[src/rtl/spi_master.sv]
// spi_master: fabric-side SPI master, the initiating end of the link that the
// SPI slave answers. Bytes go out MSb-first on o_SPI_MOSI while i_SPI_MISO is
// shifted into the received byte. Chip select stays low across a multi-byte
// transaction. The four standard SPI modes are supported.
//
// Ports:
//   w_SPI_Clk   in   fabric clock, rising-edge logic
//   i_Rst_L     in   asynchronous reset, active low
//   i_TX_Count  in   bytes in the transaction, sampled on the first byte only
//   i_TX_Byte   in   byte to send, sampled with i_TX_DV
//   i_TX_DV     in   one-cycle strobe, accepted only while o_TX_Ready=1
//   o_TX_Ready  out  master can accept the next byte
//   o_RX_Count  out  0-based index of the byte just received within this CS
//   o_RX_DV     out  one-cycle pulse, o_RX_Byte valid
//   o_RX_Byte   out  byte captured from MISO
//   o_SPI_Clk   out  SCLK, idles at CPOL
//   i_SPI_MISO  in   serial data in
//   o_SPI_MOSI  out  serial data out
//   o_SPI_CS_n  out  chip select, active low
module spi_master #(
  parameter int SPI_MODE          = 0,
  parameter int CLKS_PER_HALF_BIT = 2,
  parameter int MAX_BYTES_PER_CS  = 4,
  parameter int CS_INACTIVE_CLKS  = 4
) (
  input  logic                                    w_SPI_Clk,
  input  logic                                    i_Rst_L,
  input  logic [$clog2(MAX_BYTES_PER_CS+1)-1:0]   i_TX_Count,
  input  logic [7:0]                              i_TX_Byte,
  input  logic                                    i_TX_DV,
  output logic                                    o_TX_Ready,
  output logic [$clog2(MAX_BYTES_PER_CS+1)-1:0]   o_RX_Count,
  output logic                                    o_RX_DV,
  output logic [7:0]                              o_RX_Byte,
  output logic                                    o_SPI_Clk,
  input  logic                                    i_SPI_MISO,
  output logic                                    o_SPI_MOSI,
  output logic                                    o_SPI_CS_n
);

  localparam int   CW   = $clog2(MAX_BYTES_PER_CS + 1);
  localparam logic CPOL = (SPI_MODE == 2) || (SPI_MODE == 3);
  localparam logic CPHA = (SPI_MODE == 1) || (SPI_MODE == 3);
  localparam int   TMAX = (CLKS_PER_HALF_BIT > CS_INACTIVE_CLKS) ? CLKS_PER_HALF_BIT
                                                                 : CS_INACTIVE_CLKS;
  localparam int   TW   = $clog2(TMAX + 1);

  typedef enum logic [2:0] {IDLE, LOAD, XFER, WAIT_NEXT, CS_HOLD, CS_GAP} state_t;

  state_t          state;
  logic [TW-1:0]   tmr;
  logic [3:0]      edge_cnt;
  logic [7:0]      tx_shift;
  logic [7:0]      rx_shift;
  logic [CW-1:0]   tx_count;
  logic [CW-1:0]   byte_idx;
  logic            rx_pend;
  logic [CW-1:0]   cnt_clamped;

  // A count of zero still moves one byte; anything above the limit is clamped.
  always_comb begin
    cnt_clamped = i_TX_Count;
    if (i_TX_Count == '0)
      cnt_clamped = CW'(1);
    else if (i_TX_Count > CW'(MAX_BYTES_PER_CS))
      cnt_clamped = CW'(MAX_BYTES_PER_CS);
  end

  always_ff @(posedge w_SPI_Clk or negedge i_Rst_L) begin
    if (!i_Rst_L) begin
      state      <= IDLE;
      tmr        <= '0;
      edge_cnt   <= '0;
      tx_shift   <= '0;
      rx_shift   <= '0;
      tx_count   <= '0;
      byte_idx   <= '0;
      rx_pend    <= 1'b0;
      o_TX_Ready <= 1'b1;
      o_RX_Count <= '0;
      o_RX_DV    <= 1'b0;
      o_RX_Byte  <= '0;
      o_SPI_Clk  <= CPOL;
      o_SPI_MOSI <= 1'b0;
      o_SPI_CS_n <= 1'b1;
    end else begin
      o_RX_DV <= 1'b0;
      rx_pend <= 1'b0;

      // Delivery lags the 16th edge by one cycle so the final trailing-edge
      // sample (CPHA=1) is already in rx_shift.
      if (rx_pend) begin
        o_RX_DV    <= 1'b1;
        o_RX_Byte  <= rx_shift;
        o_RX_Count <= byte_idx;
        byte_idx   <= byte_idx + CW'(1);
      end

      case (state)
        IDLE: begin
          if (i_TX_DV && o_TX_Ready) begin
            tx_shift   <= i_TX_Byte;
            tx_count   <= cnt_clamped;
            byte_idx   <= '0;
            o_RX_Count <= '0;
            o_TX_Ready <= 1'b0;
            o_SPI_CS_n <= 1'b0;
            state      <= LOAD;
          end
        end

        LOAD: begin
          tmr      <= '0;
          edge_cnt <= '0;
          if (!CPHA) begin
            o_SPI_MOSI <= tx_shift[7];
            tx_shift   <= {tx_shift[6:0], 1'b0};
          end
          state <= XFER;
        end

        XFER: begin
          if (tmr == TW'(CLKS_PER_HALF_BIT - 1)) begin
            tmr       <= '0;
            o_SPI_Clk <= ~o_SPI_Clk;
            edge_cnt  <= edge_cnt + 4'd1;
            // Even edge index = leading edge, odd = trailing edge.
            if (edge_cnt[0] == CPHA) begin
              rx_shift <= {rx_shift[6:0], i_SPI_MISO};
            end else if (edge_cnt != 4'd15) begin
              o_SPI_MOSI <= tx_shift[7];
              tx_shift   <= {tx_shift[6:0], 1'b0};
            end
            if (edge_cnt == 4'd15) begin
              rx_pend <= 1'b1;
              if (byte_idx == tx_count - CW'(1)) begin
                state <= CS_HOLD;
              end else begin
                o_TX_Ready <= 1'b1;
                state      <= WAIT_NEXT;
              end
            end
          end else begin
            tmr <= tmr + TW'(1);
          end
        end

        WAIT_NEXT: begin
          if (i_TX_DV) begin
            tx_shift   <= i_TX_Byte;
            o_TX_Ready <= 1'b0;
            state      <= LOAD;
          end
        end

        CS_HOLD: begin
          if (tmr == TW'(CLKS_PER_HALF_BIT - 1)) begin
            tmr        <= '0;
            o_SPI_CS_n <= 1'b1;
            state      <= CS_GAP;
          end else begin
            tmr <= tmr + TW'(1);
          end
        end

        CS_GAP: begin
          if (tmr == TW'(CS_INACTIVE_CLKS - 1)) begin
            tmr        <= '0;
            o_TX_Ready <= 1'b1;
            state      <= IDLE;
          end else begin
            tmr <= tmr + TW'(1);
          end
        end

        default: state <= IDLE;
      endcase
    end
  end

endmodule

[config.mk]
export PLATFORM = sky130hd
export DESIGN_NAME = spi_master
export DESIGN_NICKNAME = d
export VERILOG_FILES = /design/src/rtl/spi_master.sv
export SDC_FILE = /design/constraint.sdc
export NUM_CORES = 1
export LEC_CHECK = 0
export BUFFER_PORTS_ARGS = -buffer_cell sky130_fd_sc_hd__buf_2
export CAP_MARGIN = 10
export CORE_UTILIZATION = 60
export DETAILED_ROUTE_END_ITERATION = 7
export PLACE_DENSITY = 0.92
export RECOVER_POWER = 50
export SLEW_MARGIN = 10
export SYNTH_ARGS = -nofsm -noshare
export SYNTH_HDL_FRONTEND = slang
export SYNTH_SLANG_ARGS = --single-unit
[constraint.sdc]
create_clock -name w_SPI_Clk -period 5.5 [get_ports w_SPI_Clk]
set_clock_uncertainty 0.15 [all_clocks]
set_input_delay 1.1 -clock w_SPI_Clk [delete_from_list [all_inputs] [get_ports w_SPI_Clk]]
set_output_delay 1.1 -clock w_SPI_Clk [all_outputs]
set_load 0.005 [all_outputs]
Word level (Yosys, flattened, before mapping)
Cells that the tools add are included.
{ "word_totals": {"reg_bits": 49, "inputBits": 15, "out_inout_bits": 16, "wordCells": 103} }
{ "classes": {"addsub": 4, "n_lt_le_gt_ge": 1, "eq_ne": 19, "n_mux": 44, "n_bitwise": 2, "reduce_logical": 18} }
{ "op_table": {"columns": ["cell", "count"], "rows": [
  ["2-to-1 mux 3 bit", 17],
  ["2-to-1 mux 8 bit", 5],
  ["one-hot mux 8 bit (4 select lines)", 1],
  ["inequality test 2 bit (second input constant)", 9],
  ["one-hot mux 3 bit (6 select lines)", 1],
  ["2-to-1 mux 1 bit", 14],
  ["AND reduction 6 bit", 2],
  ["== test 3 x 2 -> 1 bit (second input constant)", 3],
  ["one-hot mux 3 bit (3 select lines)", 1],
  ["one-hot mux 4 bit (2 select lines)", 1],
  ["nonzero test 4 bit", 2],
  ["AND reduction 7 bit", 1],
  ["adder 3 x 1 -> 3 bit (second input constant)", 2],
  ["== test 3 x 1 -> 1 bit (second input constant)", 2],
  ["== test 3 bit (second input constant)", 2],
  ["logical NOT 3 bit", 2],
  ["AND reduction 2 bit", 3],
  ["AND reduction 3 bit", 2],
  ["adder 4 x 1 -> 4 bit (second input constant)", 1],
  ["== test 4 bit (second input constant)", 1],
  ["2-to-1 mux 4 bit", 1],
  ["inequality test 4 bit (second input constant)", 1],
  ["one-hot mux 1 bit (2 select lines)", 2],
  ["one-hot mux 1 bit (4 select lines)", 1],
  ["other kinds (9)", 11]
]} }

Longest topological paths before layout
Gate-level depths: netlist of run 1.
{ "depth": {"ltp_word": 6, "mapped_depth": 6, "mapped_depth_nobuf": 6} }

Worst setup path before layout of run 1
No wires, ideal clock.
{ "synth_timing": {"kind": "in2reg", "startpoint": "input port i_TX_DV", "endpoint": "register tx_shift[0]", "setup_ns": 0.125, "t_arrival_ns": 1.924, "required_ns": 5.225, "path_slack_ns": 3.301, "stages": 4, "n_path_buf": 0, "cell_sequence": "a21oi_1 > o21a_1 > a21oi_4 > mux2_2"} }
{ "synth_between": {"elab_chain_len": 3, "elab_cells_between_ends": 4, "classes_between": "eq/ne (2); reduce/logical (2)"} }
{ "synth_lines": {"columns": ["element", "line_no", "text"], "rows": [
  ["start: declaration", "30", "input logic i_TX_DV,"],
  ["logical AND 1 bit", "101", "if (i_TX_DV && o_TX_Ready) begin"],
  ["inequality test 2 bit (no source line)", null, null],
  ["AND reduction 6 bit (no source line) *", null, null],
  ["end signal: assignment", "102", "tx_shift <= i_TX_Byte;"],
  ["end signal: assignment", "117", "tx_shift <= {tx_shift[6:0], 1'b0};"],
  ["end signal: assignment", "132", "tx_shift <= {tx_shift[6:0], 1'b0};"],
  ["end: declaration", "53", "logic [7:0] tx_shift;"]
]} }
Mark *: on every way between the ends. The rest lies on a longest branch, timed or not.
A chain may end at the register's enable or synchronous reset.

==> results of run 1 <==
==> state kept, by name, summed over array words and instances (netlist names), 4 cells and up <==
signal and cells:
edge_cnt 4, rx_shift 8, tx_shift 8, o_RX_Byte 8
==> placed cells by master, fill, tap and decap left out, types with 2 or more instances in the layout <==
master,n
mux2_2,33
nand2b_1,2
clkbuf_1,2
a21oi_1,8
a31oi_1,2
ha_1,7
dfstp_2,2
inv_1,13
nand3b_1,2
o22ai_1,4
buf_2,28
o21ai_0,9
a22oi_1,3
nand3_1,5
nor2b_1,5
dfrtp_1,47
mux2i_1,5
xor2_1,3
clkbuf_8,5
nand2_1,6
xnor2_1,5
nor2_1,14
o31ai_1,4
==> area by class of cell <==
class	count	area, µm²
Sequential cell	49	1230
Multi-Input combinational cell	136	1120
Fill cell	258	1070
Inverter	13	48.8
Clock buffer	5	68.8
Clock inverter	3	28.8
Tap cell	48	60.1
Timing Repair Buffer	30	148
==> kinds of logic after synthesis <==
| group | count (synthesis) | synth area share [%] |
|---|---|---|
| AO/OA/AOI/OAI | 39 | 11.3 |
| XOR/XNOR | 9 | 3.79 |
| adder cells (fa/ha/maj) | 7 | 3.58 |
| buffers and inverters | 20 | 3.58 |
| flip-flops | 49 | 50.3 |
| multiplexers | 38 | 17.2 |
| AND/OR/NAND/NOR | 43 | 10.2 |
==> worst max path at each step <==
stage	from	to	cells past startpoint
after floorplan	i_TX_DV	tx_shift[0]	4
after global placement	i_TX_DV	tx_shift[0]	5
after detailed placement	i_TX_DV	tx_shift[1]	5
after CTS	o_TX_Ready	o_TX_Ready	1
after global routing	i_Rst_L	tx_shift[2]	1
final	i_Rst_L	tmr[0]	1
==> metal layers <==
layer / vias to the layer above / share of wire, % / GRT usage [%]
li1: 788 / - / -
met1: 824 / 44 / 29.3
met2: 42 / 50 / 38.6
met3: 7 / 3.6 / 4.66
met4: 0 / 2.1 / 10.9
met5: - / 0 / 0
==> metrics by stage <==
step	setup slack, ns	std cells
6_report	2.35	284
5_1_grt	1.86	284
4_1_cts	3.23	284
3_5_place_dp	3.07	276
3_3_place_gp	3.09	276
2_1_floorplan	3.30	205
==> where the power goes <==
part           internal [µW]  switching, µW
Sequential               489            134
Clock                   95.1            129
Combinational            316            296
==> impl_metrics.csv, run 1 <==
group,metric,value,unit
outcome,status,"finished, violations left",
outcome,violations,"max-capacitance violations, max-slew violations",
power,power.density,540,mW/mm²
route,firstDrtPassIters,4,
route,avgRoutedWirePerCell,15.5,µm
synth,synth_edf_count,0,
synth,synth_area_leaders,"dfrtp_1 48%, mux2_2 15%, ha_1 3.6%",
floorplanning,coreArea,0.00377,mm²
synth,ys.flop_type,"dfrtp_1",
global_routing,grt_use_total,23.4,%
global_routing,antenna_found_initial,0,
timing,finalHoldViolCount,0,
synth,ys_types,43,
floorplanning,io_pins,31,
floorplanning,die-area,0.00433,mm²
setup_path,rr_startpoint,"state[0]",
setup_path,critical_path.max_fanout,49,
setup_path,critPathBufInv,1,
floorplanning,initial_core_util,64.8,%
synth,synth_top_area_share,48.1,%
route,drtAntennaViolNets,0,
setup_path,crit_family,"buffers and inverters",
setup_path,end_kind,"asynchronous set/reset pin",
job,cap_violations,1,
route,vias_per_cell,5.85,
setup_path,crit_required,5.24,ns
setup_path,r2r_cells,4,
layout,drive_above_1_share,32.6,%
floorplanning,row_count,22,
setup_path,startpoint_type,"input pin",
setup_path,arrival,2.89,ns
timing,slew_violations,50,
timing,min_period,3.15,ns
cts,cts_buffer_depth,2,
global_routing,grt_pass1_vias,1629,
synth,yosysTopAreaCell,"dfrtp_1",
synth,synth_nets,227,
power,ir_drop,0.256,mV
layout,design_area,0.00270,mm²
timing,rsz0062_at_grt,"no",
placed_design,hpwl,3.10,mm
synth,ys_ff_latch,49,
power,leakagePower,0.00130,µW
cts,cts_tree,"yes",
hold_path,hp-start,"o_SPI_Clk",
route,drt-initial-drc-count,129,
setup_path,cpMaxStageDelayCell,"clkbuf_1",
synth,syn_area_per_cell,11.9,µm²
cts,cts_setup_buffers,0,
layout,diodes,0,
cts,clkLatencyLatePin,0.31,ns
timing,setup_tns,0,ns
synth,syn_area,0.00244,mm²
cts,cts_buffers,5,
floorplanning,die_w,65.8,µm
setup_path,r2r-end,"tx_shift[1]",
global_routing,grt_pass1_wl,7.51,mm
hold_path,whs_endpoint,"o_SPI_Clk",
placed_design,routabilityCongestion,0.942,
synth,synth_most_common_cell,"dfrtp_1",
cts,post_cts_resized,0,
route,drc,0,
cts,cts_root_buf,"clkbuf_8",
layout,final_util,71.7,%
synth,ys_seq_area_share,50.3,%
placed_design,dpl_cell_area,0.00262,mm²
synth,async_flop_share,100,%
global_routing,gr-total-overflow,0,
global_routing,grt_max_degree,50,
floorplanning,fp.dieH,65.8,µm
synth,netlist_instances,205,
route,wirelength,4.39,mm
hold_path,hp-class,"flip-flop to flip-flop",
cts,path_clk_slew,0.10,ns
setup_path,crit_type,"input pin to asynchronous set/reset pin",
timing,finalSetupViolations,0,
placed_design,port_buffers,30,
timing,min_period_over_period,57.3,%
timing,fmax,317,MHz
timing,whs,0.331,ns
timing,worstMarginPinSlew,2.53,ns
timing,max_slew_margin,-69.0,%
power,p_total,1460,µW
hold_path,hold-path-cell-count,1,
cts,clock_sinks,49,
cts,cts_hold_buf,0,
synth,ys_top_cells_by_count,"47 x dfrtp_1, 33 x mux2_2, 14 x nor2_1",
setup_path,crit_chain,"clkbuf_1",
layout,fin_nets,257,
setup_path,r2r_slack,2.99,ns
layout,syn_to_final_growth,10.5,%
synth,yosys_warnings,0,
cts,htree_levels,2,
setup_path,max_stage_delay,1.77,ns
route,vias,1661,
Power figures use the tool's default switching activity.
==> inputs of run 2 (changes only) <==
Settings changed: CORE_UTILIZATION 60 to 57, PLACE_DENSITY 0.92 to 0.89.
Clock period 5.5 ns to 3 ns, I/O delays scaled along.
==> impl_metrics.csv, run 2 (same netlist as run 1, synthesis figures left out) <==
group,metric,value,unit
layout,syn_to_final_growth,11.4,%
global_routing,grt_pass1_vias,1559,
floorplanning,initial_core_util,60.3,%
floorplanning,coreArea,0.00406,mm²
hold_path,hold-path-cell-count,1,
placed_design,dpl_cell_area,0.00264,mm²
setup_path,r2r-end,"tx_shift[6]",
cts,cts_tree,"yes",
timing,slew_violations,34,
global_routing,antenna_found_initial,0,
timing,finalSetupViolations,0,
cts,clkLatencyLatePin,0.30,ns
placed_design,routabilityCongestion,0.948,
cts,clock_sinks,49,
layout,fill_cells,319,
setup_path,startpoint,"state[0]",
power,leakagePower,0.00130,µW
floorplanning,fp.dieH,67.5,µm
setup_path,critical_path.max_fanout,17,
timing,setup_tns,0,ns
global_routing,grt_use_total,21.5,%
timing,finalHoldViolCount,0,
global_routing,grt_max_degree,34,
layout,fin_nets,260,
setup_path,rr_startpoint,"state[0]",
setup_path,r2r_cells,4,
cts,path_clk_slew,0.09,ns
timing,worstMarginPinSlew,1.70,ns
placed_design,hpwl,3.01,mm
floorplanning,die_w,67.5,µm
placed_design,port_buffers,30,
setup_path,end_kind,"flip-flop",
setup_path,crit_required,3.04,ns
global_routing,gr-total-overflow,0,
timing,rsz0062_at_grt,"no",
setup_path,crit_type,"flip-flop to flip-flop",
cts,cts_setup_buffers,0,
layout,drive_above_1_share,33.9,%
timing,min_period_over_period,74.7,%
global_routing,grt_pass1_wl,7.20,mm
setup_path,r2r_slack,0.76,ns
floorplanning,row_count,23,
cts,cts_buffers,5,
cts,cts_buffer_depth,2,
setup_path,startpoint_type,"flip-flop",
setup_path,crit_end,"tx_shift[6]",
outcome,violations,"max-capacitance violations, max-slew violations",
cts,htree_levels,2,
timing,fmax,446,MHz
power,power.density,980,mW/mm²
hold_path,hp-class,"flip-flop to flip-flop",
route,vias,1647,
outcome,status,"finished, violations left",
route,vias_per_cell,5.70,
timing,min_period,2.24,ns
timing,max_slew_margin,-13.3,%
layout,diodes,0,
route,avgRoutedWirePerCell,14.4,µm
floorplanning,io_pins,31,
layout,final_cell_mix,"47 x dfrtp_1, 33 x mux2_2, 29 x buf_2",
cts,cts_root_buf,"clkbuf_8",
route,wirelength,4.15,mm
job,cap_violations,1,
cts,post_cts_resized,0,
cts,cts_hold_buf,0,
layout,final_common_cell,"dfrtp_1",
hold_path,hp-start,"o_SPI_Clk",
route,drtAntennaViolNets,0,
route,drt-initial-drc-count,82,
layout,design_area,0.00272,mm²
route,firstDrtPassIters,4,
floorplanning,die-area,0.00455,mm²
route,drc,0,
layout,top_regs,"o_RX_Byte: 8 flops, rx_shift: 8 flops, tx_shift: 8 flops",
power,ir_drop,0.459,mV
setup_path,arrival,2.29,ns
==> run 2: cell types whose count changed in the layout (fill, tap and decap cells not counted), sizes merged <==
cell and delta:
buf +2, clkbuf +1, clkinvlp +1, inv -1
==> run 2: routing by layer <==
layer / GRT usage, % / routed length (µm) / up-vias
met4: 7.98 / 77 / 0
li1: - / - / 798
met2: 35.0 / 1960 / 53
met5: 0 / 0 / -
met1: 27.8 / 1930 / 787
met3: 4.56 / 185 / 9
==> run 2: area by class of cell <==
| class | count | area, µm² | area share (%) |
|---|---|---|---|
| clock inverter | 3 | 21.3 | 0.781 |
| inverter | 13 | 48.8 | 1.79 |
| timing repair buffer | 33 | 164 | 6.02 |
| sequential | 49 | 1230 | 45.1 |
| tap | 50 | 62.6 | 2.30 |
| clock buffer | 5 | 68.8 | 2.53 |
| multi-input combinational | 136 | 1130 | 41.5 |
==> run 2: worst max-delay path: stages (launching register included) <==
cell and delay (ns):
dfrtp_1 0.69, nand2b_1 0.17, a21oi_2 0.46, mux2_2 0.39
mux2_2 0.26
==> run 2: metrics by stage <==
step                      std cells  utilization, %  worst slack (ns)  hold slack, ns  power [µW]
after detailed placement        281            65.1             0.799           0.333        2290
final                           289            67.1             0.759           0.347        2670
after CTS                       289            67.3             0.782           0.200        2690
after floorplan                 205               -              1.02           0.154        2020
after global routing            289            67.1             0.555           0.379        2880
after global placement          281            65.1             0.884           0.315        2230
==> run 2: power breakdown <==
group / switching, µW / internal, µW / leakage (µW)
registers: 243 / 897 / 0.000633
logic: 546 / 593 / 0.000625
clock network: 223 / 166 / 0.0000445
total: 1010 / 1660 / 0.00130
==> run 2: worst min path at each step <==
stage	endpoint	slack, ns
4_1_cts	o_RX_Byte[7]	0.20
3_5_place_dp	o_SPI_Clk	0.33
5_1_grt	rx_shift[0]	0.38
3_3_place_gp	o_SPI_Clk	0.31
2_1_floorplan	byte_idx[0]	0.15
6_report	o_SPI_Clk	0.35
==> inputs of run 3 (changes only) <==
Settings changed: CORE_UTILIZATION 57 to 52, PLACE_DENSITY 0.89 to 0.86.
Clock period 3 ns to 2.05 ns, I/O delays scaled along.
==> impl_metrics.csv, run 3 (same netlist as run 1, synthesis figures left out) <==
group,metric,value,unit
timing,max_slew_margin,58.1,%
cts,cts_buffer_depth,2,
setup_path,crit_required,2.10,ns
cts,path_clk_slew,0.10,ns
cts,cts_root_buf,"clkbuf_8",
placed_design,dpl_cell_area,0.00270,mm²
power,seq_power_share,37.6,%
timing,finalSetupViolations,8,
power,power.density,1470,mW/mm²
power,leakagePower,0.00136,µW
power,power_switching,1590,µW
route,avgRoutedWirePerCell,15.5,µm
floorplanning,die_w,70.6,µm
cts,cts_tree,"yes",
route,firstDrtPassIters,6,
setup_path,cpMaxStageDelayCell,"dfrtp_1",
placed_design,port_buffers,30,
floorplanning,row_count,24,
layout,final_cell_mix,"47 x dfrtp_1, 27 x buf_2, 25 x mux2_2",
timing,min_period,2.10,ns
layout,final_util,64.5,%
power,ir_drop,0.659,mV
floorplanning,initial_core_util,55.0,%
floorplanning,io_pins,31,
timing,rsz0062_at_grt,"yes",
power,p_sw_share,37.8,%
route,drc,4,
job,cap_violations,0,
hold_path,hold-path-cell-count,2,
hold_path,hp-start,"i_SPI_MISO",
setup_path,crit_type,"flip-flop to flip-flop",
placed_design,routabilityCongestion,0.888,
layout,design_area,0.00287,mm²
cts,clock_sinks,49,
timing,layout_setup_ws,-0.0474,ns
outcome,violations,"design-rule violations, negative setup slack",
route,drtAntennaViolNets,0,
setup_path,crit_family,"simple AND/OR/NAND/NOR gates",
power,p_int,2620,µW
setup_path,startpoint_type,"flip-flop",
power,pwr-share-comb,48.2,%
hold_path,whs_endpoint,"rx_shift[0]",
cts,cts_buffers,5,
power,p_total,4210,µW
global_routing,grt_pass1_vias,1690,
global_routing,grt_max_degree,28,
floorplanning,coreArea,0.00444,mm²
layout,syn_to_final_growth,17.2,%
setup_path,r2r-end,"rx_shift[5]",
global_routing,grt_pass1_wl,7.64,mm
setup_path,rr_startpoint,"tmr[1]",
setup_path,arrival,2.14,ns
power,clock_power_share,14.2,%
outcome,status,"finished, violations left",
layout,drive_above_1_share,37.6,%
route,vias,1736,
layout,top_regs,"o_RX_Byte: 8 flops, rx_shift: 8 flops, tx_shift: 8 flops",
timing,worstMarginPinSlew,0.628,ns
global_routing,antenna_found_initial,0,
timing,min_period_over_period,102,%
setup_path,critical_path.max_fanout,8,
layout,final_common_cell,"dfrtp_1",
timing,slew_violations,0,
layout,fin_nets,271,
setup_path,critPathBufInv,1,
floorplanning,die-area,0.00498,mm²
setup_path,end_kind,"flip-flop",
layout,diodes,0,
route,vias_per_cell,5.75,
setup_path,crit_chain,"inv_2, ha_4, or2b_1, or3_4, nor2_8, mux2_4",
timing,finalHoldViolCount,0,
global_routing,gr-total-overflow,0,
timing,fmax,477,MHz
cts,htree_levels,2,
route,drt-initial-drc-count,120,
setup_path,max_stage_delay,0.41,ns
hold_path,hp-class,"input pin to flip-flop",
route,wirelength,4.67,mm
global_routing,grt_use_total,19.4,%
placed_design,hpwl,3.18,mm
setup_path,r2r_slack,-0.05,ns
timing,whs,0.185,ns
floorplanning,fp.dieH,70.6,µm
setup_path,r2r_cells,6,
cts,clkLatencyLatePin,0.31,ns
## run 3: cell types whose count changed in the layout (fill, tap and decap cells not counted), moves of 2 or more
cell | previous run | this run
buf_4 | 1 | 12
mux2_2 | 33 | 25
mux2_4 | 0 | 8
buf_2 | 29 | 27
## run 3: repair_timing
item / in CTS / in global routing
setup buffers: 1 / 3
endpoints found under the hold margin: 22 / 0
pin swaps: 0 / 3
endpoints found under the setup margin: 5 / 17
resized for setup: 0 / 12
hold buffers: 1 / 0
## run 3: worst max path at each step
stage                 from  cells past startpoint  slack (ns)           to
detailed placement  tmr[1]                      6    -0.00009  rx_shift[7]
finish              tmr[1]                      6       -0.05  rx_shift[5]
global placement    tmr[1]                      6        0.06  rx_shift[7]
CTS                 tmr[1]                      6       0.005  rx_shift[7]
floorplan           tmr[1]                      6        0.07  rx_shift[0]
global route        tmr[1]                      6       -0.09  rx_shift[5]
## run 3: through the flow
stage               worst slack, ns  setup TNS [ns]  instances
floorplan                    0.0697               0        205
global placement             0.0640               0        289
detailed placement       -0.0000883      -0.0000883        289
CTS                         0.00515               0        299
global route                -0.0858          -0.811        302
finish                      -0.0474          -0.288        302
## run 3: cell type report
type                    instances  area (µm²)
flip-flops and latches         49        1230
inverters                      13        48.8
fillers                       330        1580
clock buffers                   5        68.8
multi-input cells             136        1180
well taps                      52        65.1
clock inverters                 3        26.3
repair buffers                 44         251
## run 3: per-layer routing
metal | vias to the layer above | routed length, µm | GRT usage [%] | share of wire, %
met3 | 10 | 154 | 3.56 | 3.3
met5 | - | 0 | 0 | 0
met4 | 0 | 61 | 5.78 | 1.3
li1 | 823 | - | - | -
met1 | 863 | 2020 | 24.6 | 43
met2 | 40 | 2430 | 34.2 | 52
## run 3: power groups by stage
stage / sequential, µW / clock [µW] / combinational, µW
after global routing: 1620 / 647 / 2240
after global placement: 1560 / 0 / 1810
after floorplan: 1540 / 0 / 1420
final: 1580 / 598 / 2030
after CTS: 1560 / 601 / 1900
after detailed placement: 1580 / 0 / 1870
